### src/rtl/pipe_stage_reg_pkg.sv
`default_nettype none
// ============================================================================
// Module      : pipe_stage_reg_pkg
// Description : Shared payload layout, NOP encoding and cycle-action decode
//               for the generic inter-stage pipeline register.
// Revision    : 1.0 - initial release
// ============================================================================
package pipe_stage_reg_pkg;

    localparam int c_WD_W      = 5;
    localparam int c_WORD_W    = 32;
    localparam int c_ALUOP_W   = 4;
    localparam int c_PAYLOAD_W = 107;

    // Field offsets (LSB positions) inside the flat payload vector.
    localparam int c_ALUOP_LSB = 0;
    localparam int c_WHILO_LSB = c_ALUOP_LSB + c_ALUOP_W;
    localparam int c_LO_LSB    = c_WHILO_LSB + 1;
    localparam int c_HI_LSB    = c_LO_LSB + c_WORD_W;
    localparam int c_WDATA_LSB = c_HI_LSB + c_WORD_W;
    localparam int c_WREG_LSB  = c_WDATA_LSB + c_WORD_W;
    localparam int c_WD_LSB    = c_WREG_LSB + 1;

    localparam logic                c_WRITE_DISABLE = 1'b0;
    localparam logic [c_WORD_W-1:0] c_ZERO_WORD     = '0;

    typedef struct packed {
        logic [c_WD_W-1:0]    wd;
        logic                 wreg;
        logic [c_WORD_W-1:0]  wdata;
        logic [c_WORD_W-1:0]  hi;
        logic [c_WORD_W-1:0]  lo;
        logic                 whilo;
        logic [c_ALUOP_W-1:0] aluop;
    } payload_t;

    localparam payload_t c_NOP_PAYLOAD = '{
        wd:    '0,
        wreg:  c_WRITE_DISABLE,
        wdata: c_ZERO_WORD,
        hi:    c_ZERO_WORD,
        lo:    c_ZERO_WORD,
        whilo: c_WRITE_DISABLE,
        aluop: '0
    };

    typedef enum logic [2:0] {
        ACT_RESET   = 3'd0,
        ACT_FLUSH   = 3'd1,
        ACT_BUBBLE  = 3'd2,
        ACT_ADVANCE = 3'd3,
        ACT_HOLD    = 3'd4
    } stage_act_e;

    // First matching row wins; an illegal "upstream runs, downstream stalled"
    // pattern falls through to ADVANCE on purpose.
    function automatic stage_act_e decode_act(input logic in_rst,
                                              input logic in_flush,
                                              input logic up_stall,
                                              input logic dn_stall);
        if (in_rst)                    return ACT_RESET;
        if (in_flush)                  return ACT_FLUSH;
        if (up_stall && !dn_stall)     return ACT_BUBBLE;
        if (!up_stall)                 return ACT_ADVANCE;
        return ACT_HOLD;
    endfunction

endpackage
`default_nettype wire

### src/rtl/pipe_stage_reg_if.sv
`default_nettype none
// ============================================================================
// Module      : pipe_stage_reg_if
// Description : Control, payload and scratch-feedback bundle between two
//               adjacent pipeline stages.
// Revision    : 1.0 - initial release
// ============================================================================
interface pipe_stage_reg_if
    import pipe_stage_reg_pkg::*;
#(
    parameter int PAYLOAD_W = c_PAYLOAD_W,
    parameter int STALL_W   = 6,
    parameter int SCR_W     = 64,
    parameter int CNT_W     = 2
) ();

    logic [STALL_W-1:0]   stall;
    logic                 flush;
    logic                 in_valid;
    logic [PAYLOAD_W-1:0] in_payload;
    logic [SCR_W-1:0]     scr_i;
    logic [CNT_W-1:0]     cnt_i;
    logic                 out_valid;
    logic [PAYLOAD_W-1:0] out_payload;
    logic [SCR_W-1:0]     scr_o;
    logic [CNT_W-1:0]     cnt_o;

    modport master (
        output stall, flush, in_valid, in_payload, scr_i, cnt_i,
        input  out_valid, out_payload, scr_o, cnt_o
    );

    modport slave (
        input  stall, flush, in_valid, in_payload, scr_i, cnt_i,
        output out_valid, out_payload, scr_o, cnt_o
    );

endinterface
`default_nettype wire

### src/rtl/pipe_sat_cnt.sv
`default_nettype none
// ============================================================================
// Module      : pipe_sat_cnt
// Description : Saturating up-counter with synchronous clear; clear wins over
//               a same-cycle increment.
// Revision    : 1.0 - initial release
// ============================================================================
module pipe_sat_cnt #(
    parameter int WIDTH = 32
) (
    input  wire              clk,
    input  wire              rst,
    input  wire              clr,
    input  wire              inc,
    output logic [WIDTH-1:0] count
);

    localparam logic [WIDTH-1:0] c_MAX = {WIDTH{1'b1}};

    logic [WIDTH-1:0] r_count;

    always_ff @(posedge clk) begin
        if (rst || clr) begin
            r_count <= '0;
        end else if (inc && (r_count != c_MAX)) begin
            r_count <= r_count + 1'b1;
        end
    end

    assign count = r_count;

endmodule
`default_nettype wire

### src/rtl/pipe_stage_reg.sv
`default_nettype none
// ============================================================================
// Module      : pipe_stage_reg
// Description : Parametrised inter-stage pipeline register with bubble
//               insertion, flush and scratch/step feedback to the upstream
//               stage. Optional perf counters under PIPE_PERF_EN.
// Revision    : 1.0 - initial release
// ============================================================================
module pipe_stage_reg
    import pipe_stage_reg_pkg::*;
#(
    parameter int                   PAYLOAD_W  = c_PAYLOAD_W,
    parameter int                   STALL_W    = 6,
    parameter int                   STAGE      = 3,
    parameter int                   SCR_W      = 64,
    parameter int                   CNT_W      = 2,
    parameter logic [PAYLOAD_W-1:0] BUBBLE_VAL = {PAYLOAD_W{1'b0}}
) (
    input  wire         clk,
    input  wire         rst,
    pipe_stage_reg_if.slave bus,
    input  wire         perf_clr,
    output logic [31:0] stall_cyc,
    output logic [31:0] bubble_cyc
);

    stage_act_e           w_act;
    logic                 r_out_valid;
    logic [PAYLOAD_W-1:0] r_out_payload;
    logic [SCR_W-1:0]     r_scr;
    logic [CNT_W-1:0]     r_cnt;

    assign w_act = decode_act(rst, bus.flush, bus.stall[STAGE], bus.stall[STAGE+1]);

    always_ff @(posedge clk) begin
        case (w_act)
            ACT_RESET, ACT_FLUSH: begin
                r_out_payload <= BUBBLE_VAL;
                r_out_valid   <= 1'b0;
                r_scr         <= '0;
                r_cnt         <= '0;
            end
            ACT_BUBBLE: begin
                r_out_payload <= BUBBLE_VAL;
                r_out_valid   <= 1'b0;
                r_scr         <= bus.scr_i;
                r_cnt         <= bus.cnt_i;
            end
            ACT_ADVANCE: begin
                r_out_payload <= bus.in_payload;
                r_out_valid   <= bus.in_valid;
                r_scr         <= '0;
                r_cnt         <= '0;
            end
            default: begin
                // Downstream holds its instruction; only the feedback moves.
                r_scr <= bus.scr_i;
                r_cnt <= bus.cnt_i;
            end
        endcase
    end

    assign bus.out_valid   = r_out_valid;
    assign bus.out_payload = r_out_payload;
    assign bus.scr_o       = r_scr;
    assign bus.cnt_o       = r_cnt;

    a_legal_stall: assert property (@(posedge clk) disable iff (rst || bus.flush)
        !(!bus.stall[STAGE] && bus.stall[STAGE+1]));

`ifdef PIPE_PERF_EN
    logic w_bubble;
    logic w_stalled;

    assign w_bubble  = (w_act == ACT_BUBBLE);
    assign w_stalled = (w_act == ACT_BUBBLE) || (w_act == ACT_HOLD);

    pipe_sat_cnt #(.WIDTH(32)) u_stall_cnt (
        .clk   (clk),
        .rst   (rst),
        .clr   (perf_clr),
        .inc   (w_stalled),
        .count (stall_cyc)
    );

    pipe_sat_cnt #(.WIDTH(32)) u_bubble_cnt (
        .clk   (clk),
        .rst   (rst),
        .clr   (perf_clr),
        .inc   (w_bubble),
        .count (bubble_cyc)
    );
`else
    logic w_unused_perf_clr;

    assign w_unused_perf_clr = perf_clr;
    assign stall_cyc         = '0;
    assign bubble_cyc        = '0;
`endif

endmodule
`default_nettype wire

### src/flat_wrapper.sv
// flat-port wrapper written by rule: the top's interface ports become plain ports
module pipe_stage_reg_flat import pipe_stage_reg_pkg::*;
#(
    parameter int                   PAYLOAD_W  = c_PAYLOAD_W,
    parameter int                   STALL_W    = 6,
    parameter int                   STAGE      = 3,
    parameter int                   SCR_W      = 64,
    parameter int                   CNT_W      = 2,
    parameter logic [PAYLOAD_W-1:0] BUBBLE_VAL = {PAYLOAD_W{1'b0}}
)
  (clk, rst, perf_clr, stall_cyc, bubble_cyc, bus_stall, bus_flush, bus_in_valid, bus_in_payload, bus_scr_i, bus_cnt_i, bus_out_valid, bus_out_payload, bus_scr_o, bus_cnt_o);
  pipe_stage_reg_if #(.PAYLOAD_W(PAYLOAD_W), .STALL_W(STALL_W), .SCR_W(SCR_W), .CNT_W(CNT_W)) bus_i ();
  input  wire clk;
  input  wire rst;
  input  wire perf_clr;
  output logic [31:0] stall_cyc;
  output logic [31:0] bubble_cyc;
  input wire logic [$bits(bus_i.stall)-1:0] bus_stall;
  input wire logic [$bits(bus_i.flush)-1:0] bus_flush;
  input wire logic [$bits(bus_i.in_valid)-1:0] bus_in_valid;
  input wire logic [$bits(bus_i.in_payload)-1:0] bus_in_payload;
  input wire logic [$bits(bus_i.scr_i)-1:0] bus_scr_i;
  input wire logic [$bits(bus_i.cnt_i)-1:0] bus_cnt_i;
  output wire logic [$bits(bus_i.out_valid)-1:0] bus_out_valid;
  output wire logic [$bits(bus_i.out_payload)-1:0] bus_out_payload;
  output wire logic [$bits(bus_i.scr_o)-1:0] bus_scr_o;
  output wire logic [$bits(bus_i.cnt_o)-1:0] bus_cnt_o;
  assign bus_i.stall = bus_stall;
  assign bus_i.flush = bus_flush;
  assign bus_i.in_valid = bus_in_valid;
  assign bus_i.in_payload = bus_in_payload;
  assign bus_i.scr_i = bus_scr_i;
  assign bus_i.cnt_i = bus_cnt_i;
  assign bus_out_valid = bus_i.out_valid;
  assign bus_out_payload = bus_i.out_payload;
  assign bus_scr_o = bus_i.scr_o;
  assign bus_cnt_o = bus_i.cnt_o;
  pipe_stage_reg #(.PAYLOAD_W(PAYLOAD_W), .STALL_W(STALL_W), .STAGE(STAGE), .SCR_W(SCR_W), .CNT_W(CNT_W), .BUBBLE_VAL(BUBBLE_VAL)) u_core (.clk(clk), .rst(rst), .bus(bus_i), .perf_clr(perf_clr), .stall_cyc(stall_cyc), .bubble_cyc(bubble_cyc));
endmodule
### config.mk
export PLATFORM = sky130hd
export DESIGN_NAME = pipe_stage_reg_flat
export DESIGN_NICKNAME = d
export VERILOG_FILES = /design/src/rtl/pipe_stage_reg_pkg.sv /design/src/rtl/pipe_stage_reg_if.sv /design/src/rtl/pipe_sat_cnt.sv /design/src/rtl/pipe_stage_reg.sv /design/src/flat_wrapper.sv
export SDC_FILE = /design/constraint.sdc
export NUM_CORES = 1
export LEC_CHECK = 0
export ABC_AREA = 1
export BUFFER_PORTS_ARGS = -buffer_cell sky130_fd_sc_hd__buf_4
export CELL_PAD_IN_SITES_DETAIL_PLACEMENT = 1
export CELL_PAD_IN_SITES_GLOBAL_PLACEMENT = 1
export CORE_MARGIN = 4
export CORE_UTILIZATION = 25
export CTS_BUF_LIST = sky130_fd_sc_hd__clkbuf_4
export CTS_CLUSTER_SIZE = 25
export DETAILED_ROUTE_END_ITERATION = 10
export PLACE_DENSITY_LB_ADDON = 0.15
export SYNTH_ARGS = -nofsm -noshare
export SYNTH_HDL_FRONTEND = slang
export SYNTH_SLANG_ARGS = --single-unit
### constraint.sdc
create_clock -name clk -period 8.9 [get_ports clk]
set_input_delay 0.89 -clock clk [delete_from_list [all_inputs] [get_ports clk]]
set_output_delay 0.89 -clock clk [all_outputs]
set_load 0.05 [all_outputs]
==> impl_metrics.csv <==
group,metric,value,unit
outcome,status,"completed",
synth,synthCells,610,
floorplan,start_util,25.65,%
global_route,antenna_found_initial,1,
clock_network,clk_path_buf_depth,2,
worst_setup_path,cpPeakStageDelay,900,ps
place,gp_congestion,0.7069,
clock_network,cts.sinks,174,
clock_network,cts_tree,"built",
timing,worst_pin_slew,1115,ps
timing,report.final.setup_viol,0,
routing,wl_per_cell,15.20,microns
layout,nFillCells,2960,
worst_setup_path,path_buf_inv,2,
worst_setup_path,path_class,"input port to register",
worst_setup_path,cp-start-kind,"input port",
layout,fin_util,37.39,%
synth,yosysSeqAreaShare,70.07,%
floorplan,core,0.02540,sq mm
place,io_buffers,352,
global_route,grt_max_degree,86,
clock_network,cts_made_buffers,17,
routing,ant_nets,0,
clock_network,h-tree-depth,4,
floorplan,die_height,169.4,microns
layout,nNetsFinal,1149,
synth,async_reset_ff_share,0,%
clock_network,cts_resized,0,
clock_network,post-cts-setup-buffers,0,
pwr,leakage,5.300,nW
floorplan,dieArea,0.02870,sq mm
timing,rsz0062_at_grt,"no",
layout,stdcell_area,0.009498,sq mm
floorplan,rows,58,
timing,post-route-period-util,23.76,%
timing,slew_violations,0,
worst_setup_path,crit_chain,"buf_4, nand3_4, buf_4",
layout,synthToLayoutAreaGrowth,45.81,%
routing,firstDrtPassIters,4,
routing,vias,4820,
routing,drc_errors,0,
timing,timing.fmax,473.0,MHz
synth,yosys.area.top_type,"edfxtp_1",
routing,wl,19910,microns
worst_setup_path,critPathMostFrequentCell,"buf_4",
synth,netlist_area,0.006514,sq mm
synth,synth_top_flop_cell,"edfxtp_1",
synth,synth_most_common_cell,"inv_1",
timing,fin_crit,2114,ps
synth,avgSynthCellArea,10.68,sq um
global_route,grt_pass1_wl,28310,microns
floorplan,boundaryPins,422,
routing,drt_iter0_drc,276,
synth,ys_warn_count,0,
worst_setup_path,crit_path_max_fanout,85,
clock_network,clkTransAtPathRegs,160,ps
timing,setup_tns,0,ps
synth,synth.distinct_cells,13,
timing,relSlewSlack,25.65,%
synth,synth-edff-count,108,
worst_setup_path,cp_data_arrival_time,2290,ps
pwr,peakVddDrop,0.06594,mV
floorplan,die_w,169.4,microns
timing,finalHoldViolations,0,
min_path,hp-class,"input port to register",
place,dp_hpwl,15390,microns
routing,via_per_inst,3.679,
synth,ys_ff_latch,174,
pwr,p_per_area,176.4,mW/mm^2
synth,synth_top_area_share,49.79,%
worst_setup_path,critPathTopFamily,"buffers and inverters",
synth,synth_top_cells_by_count,"inv_1, nor2_1, edfxtp_1, dfxtp_1, buf_4",
clock_network,cts_root_buffer,"clkbuf_4",
worst_setup_path,cp.required,9070,ps
global_route,grt.overflow.total,0,
synth,synth.area.top_cells,"edfxtp_1, dfxtp_1, inv_1",
worst_setup_path,slowest_stage,"buf_4",
timing,timing.hold.ws,540.4,ps
pwr,total_power,1.676,mW
worst_setup_path,endpoint_kind,"register",
global_route,first_global_vias,4793,
place,placed_area,0.009234,sq mm
global_route,grt_usage,13.11,%
run,maxCapViolations,0,
layout,drive_gt1_share,39.98,%
clock_network,hold_buffers,0,
## state kept, by name, summed over array words and instances, names as in the netlist
| signal | count |
|---|---|
| u_core.bus.scr_o | 64 |
| u_core.bus.cnt_o | 2 |
| u_core.bus.out_valid | 1 |
| u_core.bus.out_payload | 107 |
## cells in the final DEF, fill, tap and decap left out
master / netlist / final
nand2_4: 0 / 1
clkbuf_4: 0 / 19
nand2_2: 1 / 1
clkinvlp_4: 0 / 1
nand3_4: 0 / 1
edfxtp_1: 108 / 108
conb_1: 1 / 64
inv_8: 0 / 3
buf_4: 65 / 355
inv_4: 0 / 5
inv_6: 0 / 2
clkinv_4: 0 / 1
dfxtp_1: 66 / 66
inv_1: 175 / 175
diode_2: 0 / 2
bufinv_8: 0 / 1
nor2_1: 174 / 174
nor2_2: 1 / 1
## metrics by stage
stage / instances / setup WS (ps)
global placement: 1276 / 6148
CTS: 1308 / 6721
finish: 1310 / 6786
floorplan: 673 / 4163
global route: 1309 / 6694
detailed placement: 1276 / 6136
## power by group
part	internal, mW	leakage, nW	total, mW	switching [mW]
combinational	0.100	3.33	0.336	0.236
clock	0.139	0.154	0.445	0.305
sequential	0.886	1.81	0.895	0.00905
## worst paths after layout
path,from,depth (start not counted),end,slack [ps]
max,bus_stall[3],3,u_core.bus.out_payload[104]$_SDFFCE_PN0P_,6790
min,bus_scr_i[36],3,u_core.bus.scr_o[36]$_SDFF_PP0_,540
## worst min-delay path, stage by stage
cell and delay (ps):
buf_4 110, inv_1 40, nor2_1 30
## cell type report
class                      instances  area (sq um)  share of cell area (%)
antenna                            2         5.005                 0.05269
clock buffer                      19         142.6                   1.502
clock inverter                    13         116.4                   1.225
inverter                         175         656.9                   6.916
multi-input combinational        242         934.6                   9.841
sequential                       174          4564                   48.06
tap                              330         412.9                   4.347
timing repair buffer             355          2665                   28.06
## cells by family (layout without fill, tap and decap cells)
| group | Yosys count | after routing | synth area share (%) |
|---|---|---|---|
| flops | 174 | 174 | 70.07 |
| buf+inv | 257 | 562 | 19.52 |
| other cells | 1 | 66 | 0.05757 |
| simple gates | 178 | 178 | 10.35 |
## routing by layer
layer / vias up / routed length (microns) / track usage (%)
met2: 254 / 9617 / 21.85
met1: 2213 / 7162 / 13.89
met4: 0 / 155 / 3.675
met3: 8 / 2973 / 8.246
met5: - / 0 / 0
li1: 2345 / - / -
(Power assumes the default switching activity.)
